==> config.mk <==
export PLATFORM = sky130hd
export DESIGN_NAME = axi_lite_slave_regs
export DESIGN_NICKNAME = d
export VERILOG_FILES = /design/src/rtl/axi_lite_pkg.sv /design/src/rtl/axi_lite_decode.sv /design/src/rtl/axi_lite_slave_regs.sv
export SDC_FILE = /design/constraint.sdc
export NUM_CORES = 1
export LEC_CHECK = 0
export CORE_MARGIN = 4
export CORE_UTILIZATION = 45
export CTS_CLUSTER_SIZE = 10
export DETAILED_ROUTE_END_ITERATION = 10
export DONT_BUFFER_PORTS = 1
export PLACE_DENSITY = 0.74
export SYNTH_ARGS = -nofsm -noshare
export SYNTH_HDL_FRONTEND = slang
export SYNTH_SLANG_ARGS = --single-unit
==> constraint.sdc <==
create_clock -name clk -period 2.6 [get_ports clk]
set_clock_uncertainty 0.2 [all_clocks]
set_input_delay 0.52 -clock clk [delete_from_list [all_inputs] [get_ports clk]]
set_output_delay 0.52 -clock clk [all_outputs]
set_load 0.01 [all_outputs]
==> src/rtl/axi_lite_pkg.sv <==
// axi_lite_pkg: response codes, FSM state types and address helper shared by the
// AXI4-Lite register bank and its decoder.
package axi_lite_pkg;
    typedef enum logic [1:0] {OKAY = 2'b00, SLVERR = 2'b10} resp_t;
    typedef enum logic [1:0] {W_IDLE, W_ADDR, W_DATA, W_RESP} wr_state_t;
    typedef enum logic {R_IDLE, R_DATA} rd_state_t;

    function automatic int addr_lsb(input int data_w);
        return $clog2(data_w / 8);
    endfunction
endpackage

==> src/rtl/axi_lite_decode.sv <==
// axi_lite_decode: maps a byte address onto a register index and flags whether it
// lands on an aligned register inside the bank.
module axi_lite_decode
    import axi_lite_pkg::*;
#(
    parameter int ADDR_W = 32,
    parameter int DATA_W = 32,
    parameter int NUM_REGS = 16,
    parameter logic [ADDR_W-1:0] BASE_ADDR = '0,
    parameter int IDX_W = $clog2(NUM_REGS)
) (
    input  logic [ADDR_W-1:0] addr,
    output logic [IDX_W-1:0]  idx,
    output logic              valid
);
    localparam int LSB = addr_lsb(DATA_W);

    logic [ADDR_W-1:0] off;

    assign off = addr - BASE_ADDR;
    assign idx = off[LSB +: IDX_W];
    assign valid = addr >= BASE_ADDR && off[LSB-1:0] == '0 && (off >> LSB) < ADDR_W'(NUM_REGS);
endmodule

==> src/rtl/axi_lite_slave_regs.sv <==
// axi_lite_slave_regs: AXI4-Lite register bank with byte strobes, a read-only mask,
// independent AW/W acceptance and one-cycle registered reads.
module axi_lite_slave_regs
    import axi_lite_pkg::*;
#(
    parameter int ADDR_W = 32,
    parameter int DATA_W = 32,
    parameter int NUM_REGS = 16,
    parameter logic [ADDR_W-1:0] BASE_ADDR = '0,
    parameter logic [NUM_REGS-1:0] RO_MASK = '0
) (
    input  logic                       clk,
    input  logic                       rst,
    input  logic                       awvalid,
    output logic                       awready,
    input  logic [ADDR_W-1:0]          awaddr,
    input  logic [2:0]                 awprot,
    input  logic                       wvalid,
    output logic                       wready,
    input  logic [DATA_W-1:0]          wdata,
    input  logic [DATA_W/8-1:0]        wstrb,
    output logic                       bvalid,
    input  logic                       bready,
    output logic [1:0]                 bresp,
    input  logic                       arvalid,
    output logic                       arready,
    input  logic [ADDR_W-1:0]          araddr,
    input  logic [2:0]                 arprot,
    output logic                       rvalid,
    input  logic                       rready,
    output logic [DATA_W-1:0]          rdata,
    output logic [1:0]                 rresp,
    output logic [NUM_REGS*DATA_W-1:0] reg_q
);
    localparam int STRB_W = DATA_W / 8;
    localparam int IDX_W = $clog2(NUM_REGS);

    wr_state_t         w_state_q, w_state_d;
    rd_state_t         r_state_q, r_state_d;
    resp_t             bresp_q, bresp_d, rresp_q, rresp_d;
    logic              en_q;
    logic [ADDR_W-1:0] awaddr_q, awaddr_d;
    logic [DATA_W-1:0] wdata_q, wdata_d, rdata_q, rdata_d;
    logic [STRB_W-1:0] wstrb_q, wstrb_d;
    logic [DATA_W-1:0] regs_q [NUM_REGS];
    logic [DATA_W-1:0] regs_d [NUM_REGS];
    logic [IDX_W-1:0]  w_idx, r_idx;
    logic              w_addr_ok, r_addr_ok, w_ok, commit;
    logic              aw_hs, w_hs, ar_hs;
    logic              unused_prot;

    assign unused_prot = ^{awprot, arprot};

    // Readies stay low until the first edge after reset release
    assign awready = en_q && (w_state_q == W_IDLE || w_state_q == W_DATA);
    assign wready = en_q && (w_state_q == W_IDLE || w_state_q == W_ADDR);
    assign bvalid = w_state_q == W_RESP;
    assign arready = en_q && r_state_q == R_IDLE;
    assign rvalid = r_state_q == R_DATA;
    assign aw_hs = awvalid && awready;
    assign w_hs = wvalid && wready;
    assign ar_hs = arvalid && arready;
    assign bresp = bresp_q;
    assign rresp = rresp_q;
    assign rdata = rdata_q;

    // Address/data muxes pick the live beat so the commit edge sees it directly
    assign awaddr_d = aw_hs ? awaddr : awaddr_q;
    assign wdata_d = w_hs ? wdata : wdata_q;
    assign wstrb_d = w_hs ? wstrb : wstrb_q;

    axi_lite_decode #(
        .ADDR_W(ADDR_W), .DATA_W(DATA_W), .NUM_REGS(NUM_REGS), .BASE_ADDR(BASE_ADDR), .IDX_W(IDX_W)
    ) u_aw_dec (
        .addr(awaddr_d), .idx(w_idx), .valid(w_addr_ok)
    );

    axi_lite_decode #(
        .ADDR_W(ADDR_W), .DATA_W(DATA_W), .NUM_REGS(NUM_REGS), .BASE_ADDR(BASE_ADDR), .IDX_W(IDX_W)
    ) u_ar_dec (
        .addr(araddr), .idx(r_idx), .valid(r_addr_ok)
    );

    always_comb begin
        w_state_d = w_state_q;
        case (w_state_q)
            W_IDLE:  w_state_d = aw_hs && w_hs ? W_RESP : aw_hs ? W_ADDR : w_hs ? W_DATA : W_IDLE;
            W_ADDR:  w_state_d = w_hs ? W_RESP : W_ADDR;
            W_DATA:  w_state_d = aw_hs ? W_RESP : W_DATA;
            default: w_state_d = bready ? W_IDLE : W_RESP;
        endcase
    end

    always_comb begin
        commit = w_state_q != W_RESP && w_state_d == W_RESP;
        w_ok = w_addr_ok && !RO_MASK[w_idx];
        bresp_d = commit ? (w_ok ? OKAY : SLVERR) : bresp_q;
        regs_d = regs_q;
        for (int k = 0; k < STRB_W; k++)
            if (commit && w_ok && wstrb_d[k]) regs_d[w_idx][k*8 +: 8] = wdata_d[k*8 +: 8];
    end

    // Reads sample regs_q, so a same-edge write is not yet visible
    always_comb begin
        r_state_d = r_state_q == R_IDLE ? (ar_hs ? R_DATA : R_IDLE) : (rready ? R_IDLE : R_DATA);
        rdata_d = ar_hs ? (r_addr_ok ? regs_q[r_idx] : '0) : rdata_q;
        rresp_d = ar_hs ? (r_addr_ok ? OKAY : SLVERR) : rresp_q;
    end

    always_ff @(posedge clk or negedge rst) begin
        if (!rst) begin
            en_q <= 1'b0;
            w_state_q <= W_IDLE;
            r_state_q <= R_IDLE;
            bresp_q <= OKAY;
            rresp_q <= OKAY;
            rdata_q <= '0;
            awaddr_q <= '0;
            wdata_q <= '0;
            wstrb_q <= '0;
            for (int i = 0; i < NUM_REGS; i++) regs_q[i] <= '0;
        end else begin
            en_q <= 1'b1;
            w_state_q <= w_state_d;
            r_state_q <= r_state_d;
            bresp_q <= bresp_d;
            rresp_q <= rresp_d;
            rdata_q <= rdata_d;
            awaddr_q <= awaddr_d;
            wdata_q <= wdata_d;
            wstrb_q <= wstrb_d;
            regs_q <= regs_d;
        end
    end

    for (genvar g = 0; g < NUM_REGS; g++) begin : g_flat
        assign reg_q[g*DATA_W +: DATA_W] = regs_q[g];
    end
endmodule

# Yosys cells after proc, flatten, opt, wreduce, memory -nomap -nowiden

Memory sizes are Yosys's and may differ from the RTL's.
Cells that the tools add are included.

Memories: 1
Memory bits (read-only): 16
Output and inout bits: 553
Register bits: 620
Word-level logic and storage cells: 103

Multiplexer cells: 36
Order comparisons: 8
Eq/ne operators: 5
Reduce and logical (&&, ||, !) cells: 25
Bitwise operators: 3

Memory list:

| memory           | words | width | read ports | clocked after memory_dff | write ports | line                      | source |
|---|---|---|---|---|---|---|---|
| (name not given) | 16    | 1     | 1          | 0                        | 0           | axi_lite_slave_regs.sv:96 | `w_ok = w_addr_ok && !RO_MASK[w_idx];` |

Operators with widths:

| kind                                                         | count |
|---|---|
| bitwise mux 512 bit                                          | 4 |
| two-way mux 512 bit                                          | 4 |
| demux 32 bit (select 4 bit)                                  | 4 |
| two-way mux 32 bit                                           | 6 |
| binary-select mux 32 bit (select 4 bit)                      | 1 |
| >= comparator 32 x 1 -> 1 bit (second input constant)        | 2 |
| less-than comparator 30 x 5 -> 1 bit (second input constant) | 2 |
| two-way mux 24 bit                                           | 1 |
| logical AND 1 bit                                            | 19 |
| two-way mux 16 bit                                           | 1 |
| two-way mux 2 bit                                            | 7 |
| >= comparator 5 bit (second input constant)                  | 2 |
| inverter 4 -> 5 bit                                          | 2 |
| two-way mux 8 bit                                            | 1 |
| == test 2 bit (second input constant)                        | 3 |
| zero test 2 bit                                              | 3 |
| case mux 2 bit (3 select lines)                              | 1 |
| less-than comparator 4 x 5 -> 1 bit (second input constant)  | 1 |
| less-than comparator 5 x 1 -> 1 bit (second input constant)  | 1 |
| two-way mux 1 bit                                            | 5 |
| two-way mux 4 bit                                            | 1 |
| == test 2 x 1 -> 1 bit (second input constant)               | 1 |
| logical OR 1 bit                                             | 2 |
| != test 2 bit (second input constant)                        | 1 |
| other kinds (2)                                              | 2 |

# Logic depth before layout (Yosys ltp)

Gate-level depths: netlist (run 1).

Word-level depth: 19
Mapped depth: 8
Mapped depth without buffers: 5

# Hierarchy

Synthesis (run 1) repeated with hierarchy kept, for this count alone.

Cell total of the unflattened synthesis: 1695
Area, all modules: 27980.6 um^2

By module, submodules not included:

| module              | times used | cells an instance | area an instance (um^2) |
|---|---|---|---|
| axi_lite_slave_regs | 1          | 1667              | 27790.4 |
| axi_lite_decode     | 2          | 14                | 95.1 |

# Worst setup path after synthesis (run 1)

OpenSTA, ideal clock, no wires.

Kind: input -> register
From: input araddr[2]
To: register rdata_q[4], in the netlist rdata[4]
Path buffers: 2
Stages: 6
Path slack: -70 ps
Arrival: 2337 ps
Data required time: 2267 ps
Path through: buf_2 buf_1 mux4_2 mux4_2 inv_1 o21ai_0

Word-level cells in the longest chain between the ends: 5
Elaborated cells on any way between the ends: 9
Those cells by class: order compare (2); mux (4); bitwise (1); reduce/logical (2)

Ends and longest elaborated chain:

| element                                                                               | line                       | source |
|---|---|---|
| start, declared                                                                       | axi_lite_slave_regs.sv:27  | `input logic [ADDR_W-1:0] araddr,` |
| parallel branches: the longest is 4 deep, another holds >= comparator 32 x 1 -> 1 bit | -                          |  |
| two-way mux 32 bit *                                                                  | axi_lite_slave_regs.sv:106 | `rdata_d = ar_hs ? (r_addr_ok ? regs_q[r_idx] : '0) : rdata_q;` |
| end signal, assigned                                                                  | axi_lite_slave_regs.sv:128 | `rdata_q <= rdata_d;` |
| end, declared                                                                         | axi_lite_slave_regs.sv:43  | `logic [DATA_W-1:0] wdata_q, wdata_d, rdata_q, rdata_d;` |

Every way passes the cells marked *. The select of a mux whose other input is x is not followed.
A chain may end at the register's enable or synchronous reset.

# Final worst setup path (run 1)

From: register w_state_q[0]
To: register regs_q, in the netlist reg_q[341]

Word-level cells in the longest chain between the ends: 19
Elaborated cells on any way between the ends: 53
Those cells by class: order compare (4); eq/ne (4); mux (23); bitwise (1); reduce/logical (20); memory (1)

Ends and longest elaborated chain:

| element                                                                                | line                       | source |
|---|---|---|
| start, declared                                                                        | axi_lite_slave_regs.sv:38  | `wr_state_t w_state_q, w_state_d;` |
| start signal, assigned                                                                 | axi_lite_slave_regs.sv:124 | `w_state_q <= w_state_d;` |
| parallel branches: the longest is 18 deep, another holds >= comparator 32 x 1 -> 1 bit | -                          |  |
| two-way mux 512 bit *                                                                  | axi_lite_slave_regs.sv:100 | `if (commit && w_ok && wstrb_d[k]) regs_d[w_idx][k*8 +: 8] = wdata_d[k*8 +: 8];` |
| end signal, assigned                                                                   | axi_lite_slave_regs.sv:132 | `regs_q <= regs_d;` |
| end, declared                                                                          | axi_lite_slave_regs.sv:45  | `logic [DATA_W-1:0] regs_q [NUM_REGS];` |

Marks and branches as above.

==> flow_summary.json, run 1 <==
{
  "startpoint_type": "flip-flop",
  "ys_seq_area_share_pct": 55.2,
  "critPathMostFrequentCell": "buf_6",
  "htreeDepth": 3,
  "reg2regPathDepth": 8,
  "r2r-end": "reg_q[341]$_DFFE_PN0P_",
  "ys_warn_count": 0,
  "postLayoutCellArea_um2": 33200,
  "fin_crit_ns": 2.68,
  "seqPwrFrac_pct": 46.3,
  "critPathSlowestCell": "mux2i_2",
  "async_flop_share_pct": 100,
  "clkLatencyLatePin_ns": 0.59,
  "critPathRequiredTime_ns": 2.86,
  "yosysMostFrequentCell": "dfrtp_1",
  "fp-row-count": 91,
  "multi_input_comb_area_um2": 12200,
  "dp_cells": 2622,
  "combPwrFrac_pct": 14.1,
  "grt_use_total_pct": 27.4,
  "period_share_pct": 103,
  "core_area_um2": 61600,
  "setup_viol": 296,
  "sw_frac_of_total_pct": 27.4,
  "timing.critical_path.buf_inv": 3,
  "p_sw_mw": 6.19,
  "cts_tree": "yes",
  "fillers": 4844,
  "grt_pass1_vias": 18800,
  "max_stage_delay_ns": 0.56,
  "wl_um": 92900,
  "drc": 0,
  "synthCells": 1790,
  "die_x_um": 257,
  "vias": 17600,
  "ys_ff_latch": 618,
  "setup_tns_ns": -8.85,
  "critPathKind": "flip-flop to flip-flop",
  "p_clk_share_pct": 39.6,
  "synth-edff-count": 0,
  "place_area_um2": 30100,
  "syn_to_final_growth_pct": 18.7,
  "setup_slack_ns": -0.0761,
  "whs_ns": -0.556,
  "ff_latch_area_um2": 15500,
  "ir_drop_mv": 0.655,
  "cts.path.max_buffers": 3,
  "grt_max_degree": 619,
  "synth.area.top_cells": "dfrtp_1, mux2_2, mux4_2",
  "finalNetCount": 2058,
  "cp_cell_sequence": "buf_6 > nand3b_1 > buf_12 > mux2i_2 > a211oi_4 > buf_6 > nand3_4 > mux2_2",
  "cts_made_buffers": 73,
  "overflow": 0,
  "hold_viol": 618,
  "outcome": "finished, violations left",
  "hpwl_um": 61300,
  "initial_core_util_pct": 45.5,
  "drive_above_1_share_pct": 50.4,
  "path_delay_family": "multiplexers",
  "cts_sinks": 618,
  "synth_top_area_share_pct": 55.2,
  "avgRoutedWirePerCell_um": 33.2,
  "crit_fanout": 12,
  "endpoint_kind": "flip-flop",
  "r2r_start": "w_state_q[0]$_DFF_PN0_",
  "yosys.area.top_type": "dfrtp_1",
  "die_h_um": 257,
  "violations": "hold timing, setup timing",
  "grt_setup_unrepaired": "true",
  "leakage_nw": 15.7,
  "drtIter0Drc": 1544,
  "io_pins": 666,
  "worstPathArrival_ns": 2.94,
  "synth_cell_types": 34,
  "power_density_nw_per_um2": 679,
  "yosys-top-cells-count": "dfrtp_1, mux2_2, mux4_2",
  "slew_viol_final": 0,
  "grt_pass1_wl_um": 135000,
  "r2r_slack_ns": -0.08,
  "dieArea_um2": 66300,
  "finalPower_mw": 22.6,
  "port_buffers": 0,
  "netlist_area_um2": 28000,
  "gp_congestion": 0.918,
  "ant_nets": 0,
  "dr.pass1.iters": 6,
  "ctsHoldBuffers": 38,
  "hold_path_class": "primary input to asynchronous set/reset pin",
  "clock-root-buffer": "clkbuf_16",
  "maxCapViolations": 0,
  "max_freq_mhz": 374,
  "final_cells": 2799,
  "internal_power_mw": 16.4,
  "via_per_inst": 6.30,
  "cts.clk_slew.worst_paths_ns": 0.05,
  "worst_pin_slew_ns": 1.49,
  "syn_avg_cell_area_um2": 15.6,
  "antenna_found_initial": 4,
  "slew_headroom_pct": 0.777,
  "synth_ff_type": "dfrtp_1"
}
## metal layers
metal	global-route usage (%)	vias up	part of all wire, %
met4	11.4	2	4.2
met2	45.8	994	50
met3	10.5	246	10
li1	-	6933	-
met5	0	-	0.012
met1	32.0	9465	36
## layout make-up
cell class / count / share of cell area, %
sequential: 618 / 46.5
multi-input combinational: 1034 / 36.7
timing repair buffer: 184 / 7.31
clock buffer: 83 / 5.70
tap: 837 / 3.15
inverter: 34 / 0.384
clock inverter: 6 / 0.218
antenna: 3 / 0.0226
## stage by stage
stage | hold slack (ns) | utilization [%] | worst slack (ns)
5_1_grt | -0.610 | 53.9 | -0.145
3_3_place_gp | 0.0474 | 48.9 | -0.539
3_5_place_dp | 0.0464 | 48.9 | -0.611
6_report | -0.556 | 53.9 | -0.0761
4_1_cts | -0.601 | 53.4 | -0.0714
2_1_floorplan | 0.0244 | - | 0.0593
## power by group through the flow
stage / Sequential [mW] / Clock, mW / Combinational, mW
floorplan: 10.5 / 0 / 2.12
global placement: 10.5 / 0 / 2.69
detailed placement: 10.6 / 0 / 2.80
CTS: 10.4 / 9.13 / 3.08
global route: 10.5 / 9.56 / 3.45
finish: 10.4 / 8.95 / 3.18
## sequential cells by signal (all words and copies together), names as in the netlist
name and cells:
wstrb_q 4, bresp 1, en_q 1, rresp 1, rdata 32, wdata_q 32, reg_q 512, rvalid 1
w_state_q 2, awaddr_q 32
## cells by family after synthesis
logic type / count (synthesis) / synth area share [%]
AO/OA/AOI/OAI: 54 / 1.49
AND/OR/NAND/NOR: 261 / 5.89
other: 2 / 0.0268
multiplexers: 716 / 35.2
buffers and inverters: 139 / 2.15
flip-flops: 618 / 55.2
## how the worst max path moves through the flow
stage                      startpoint                endpoint  slack [ns]  depth (start not counted)
3_5_place_dp                   wvalid  reg_q[339]$_DFFE_PN0P_       -0.61                          6
2_1_floorplan              awaddr[21]  reg_q[200]$_DFFE_PN0P_        0.06                          6
5_1_grt        w_state_q[0]$_DFF_PN0_  reg_q[282]$_DFFE_PN0P_       -0.14                          9
4_1_cts        w_state_q[0]$_DFF_PN0_  reg_q[234]$_DFFE_PN0P_       -0.07                         11
3_3_place_gp                   wvalid  reg_q[115]$_DFFE_PN0P_       -0.54                          7
6_report       w_state_q[0]$_DFF_PN0_  reg_q[341]$_DFFE_PN0P_       -0.08                          8
## placed cells by master (no fill, tap or decap), drive strengths merged
cell	n
nand4	5
nor2	5
a211oi	15
nand2	140
nor4	20
dlygate4sd3	38
buf	142
nor2b	16
bufinv	1
clkbuf	87
mux4	160
clkinvlp	1
o21ai	34
a21boi	1
conb	3
dfrtp	618
mux2	550
or3	1
nand3	68
and3b	1
mux2i	6
a22oi	2
inv	38
and2	1
or4	2
a21oi	2
nand3b	2
diode	3
## timing repair
| action | 4_1_cts | 5_1_grt |
|---|---|---|
| resized for setup | 25 | 29 |
| endpoints found under the hold margin | 657 | 618 |
| cloned | 0 | 4 |
| pin swaps | 8 | 4 |
| buffers inserted | 32 | 11 |
| endpoints found under the setup margin | 512 | 512 |
(Power assumes the default switching activity.)
==> inputs of run 2 (changes only) <==
--- a/config.mk
+++ b/config.mk
@@ -10,7 +10,7 @@
 export CTS_CLUSTER_SIZE = 10
 export DETAILED_ROUTE_END_ITERATION = 10
 export DONT_BUFFER_PORTS = 1
-export PLACE_DENSITY = 0.74
+export PLACE_DENSITY = 0.64
 export SYNTH_ARGS = -nofsm -noshare
 export SYNTH_HDL_FRONTEND = slang
 export SYNTH_SLANG_ARGS = --single-unit
==> flow_summary.json, run 2 (same netlist as run 1, synthesis figures left out) <==
{
  "slew_headroom_pct": -83.4,
  "hpwl_um": 60500,
  "whs_ns": -0.582,
  "slew_viol_final": 340,
  "clock-root-buffer": "clkbuf_16",
  "final_cells": 2810,
  "finish.utilization_pct": 55.3,
  "grt_pass1_wl_um": 135000,
  "htreeDepth": 3,
  "dieArea_um2": 66300,
  "grt_use_total_pct": 27.6,
  "drc": 0,
  "setup_viol": 278,
  "crit_fanout": 8,
  "ctsHoldBuffers": 38,
  "dr.pass1.iters": 5,
  "startpoint_type": "flip-flop",
  "die_h_um": 257,
  "max_stage_delay_ns": 0.40,
  "cts_made_buffers": 74,
  "worst_pin_slew_ns": 2.75,
  "fin_crit_ns": 2.73,
  "drive_above_1_share_pct": 53.1,
  "initial_core_util_pct": 45.5,
  "finalNetCount": 2064,
  "finalPower_mw": 23.3,
  "hold_viol": 471,
  "wl_um": 93500,
  "max_freq_mhz": 366,
  "io_pins": 666,
  "setup_slack_ns": -0.130,
  "period_share_pct": 105,
  "final_common_cell": "dfrtp_1",
  "timing.critical_path.buf_inv": 5,
  "dp_cells": 2633,
  "grt_pass1_vias": 18600,
  "maxCapViolations": 0,
  "core_area_um2": 61600,
  "fp-row-count": 91,
  "power_density_nw_per_um2": 685,
  "critPathRequiredTime_ns": 2.88,
  "cts_tree": "yes",
  "outcome": "finished, violations left",
  "cts.path.max_buffers": 3,
  "endpoint_kind": "flip-flop",
  "gp_congestion": 0.861,
  "path_delay_family": "buffers and inverters",
  "critPathSlowestCell": "dfrtp_1",
  "leakage_nw": 16.0,
  "drtIter0Drc": 1291,
  "violations": "hold timing, slew limit, setup timing",
  "overflow": 0,
  "syn_to_final_growth_pct": 21.6,
  "grt_max_degree": 619,
  "port_buffers": 0,
  "ant_nets": 0,
  "avgRoutedWirePerCell_um": 33.3,
  "grt_setup_unrepaired": "true",
  "cts.clk_slew.worst_paths_ns": 0.05,
  "largest_reg_flops": 512,
  "final_cell_mix": "dfrtp_1, mux2_2, mux4_2, nand2_1, clkbuf_16",
  "die_x_um": 257,
  "via_per_inst": 6.16,
  "r2r_slack_ns": -0.13,
  "clkLatencyLatePin_ns": 0.61,
  "cp_cell_sequence": "buf_6 > nand3b_1 > buf_6 > buf_12 > mux2_4 > a211oi_4 > buf_4 > nand3_2 > buf_12 > mux2_1",
  "antenna_found_initial": 4,
  "vias": 17300,
  "critPathKind": "flip-flop to flip-flop",
  "ir_drop_mv": 0.675,
  "hold_path_class": "primary input to asynchronous set/reset pin",
  "worstPathArrival_ns": 3.01,
  "cts_sinks": 618
}
-- run 2: power by group --
group | internal (mW) | leakage (nW) | switching [mW] | total [mW]
sequential | 10.2 | 8.49 | 0.256 | 10.4
combinational | 1.20 | 6.45 | 2.27 | 3.47
clock | 5.51 | 1.03 | 3.91 | 9.43
total | 16.9 | 16.0 | 6.44 | 23.3
-- run 2: worst paths after layout --
| kind | cells after the start | startpoint | endpoint |
|---|---|---|---|
| max in group asynchronous | 0 | rst | reg_q[296]$_DFFE_PN0P_ |
| setup / recovery | 10 | w_state_q[0]$_DFF_PN0_ | reg_q[484]$_DFFE_PN0P_ |
| hold reg to reg | 2 | awaddr_q[13]$_DFF_PN0_ | awaddr_q[13]$_DFF_PN0_ |
| setup reg to reg | 10 | w_state_q[0]$_DFF_PN0_ | reg_q[484]$_DFFE_PN0P_ |
| hold / removal | 0 | rst | wdata_q[6]$_DFF_PN0_ |
| min in group clk | 3 | araddr[5] | rdata[3]$_DFFE_PN0P_ |
-- run 2: layer usage --
| metal | global-route usage [%] | vias up | routed length (µm) |
|---|---|---|---|
| met5 | 0 | - | 13 |
| met4 | 9.96 | 2 | 3270 |
| met3 | 10.1 | 186 | 8580 |
| met2 | 46.6 | 789 | 47300 |
| met1 | 32.6 | 9386 | 34300 |
| li1 | - | 6949 | - |
-- run 2: cell type report --
class                      count  area (µm²)
multi-input combinational   1034       12700
tap                          837        1050
timing repair buffer         189        2630
antenna                        3        7.51
fill                        4822       27600
sequential                   618       15500
inverter                      34         128
clock buffer                  86        1970
clock inverter                 9         146
-- run 2: repair_timing --
| action | 4_1_cts | 5_1_grt |
|---|---|---|
| pin swaps | 17 | 23 |
| endpoints found under the hold margin | 657 | 618 |
| gates cloned | 3 | 4 |
| gates resized for setup | 70 | 106 |
| setup buffers | 32 | 5 |
| setup endpoints to repair | 512 | 506 |
-- run 2: per-stage QoR --
step	worst slack [ns]	instance area (µm²)	setup TNS, ns	hold WS, ns
floorplan	0.0593	28000	0	0.0244
detailed placement	-0.564	30200	-244.63	0.0419
global placement	-0.531	30200	-231.66	0.0392
CTS	-0.0726	33400	-2.07	-0.607
global route	-0.169	34000	-40.35	-0.610
finish	-0.130	34000	-9.54	-0.582
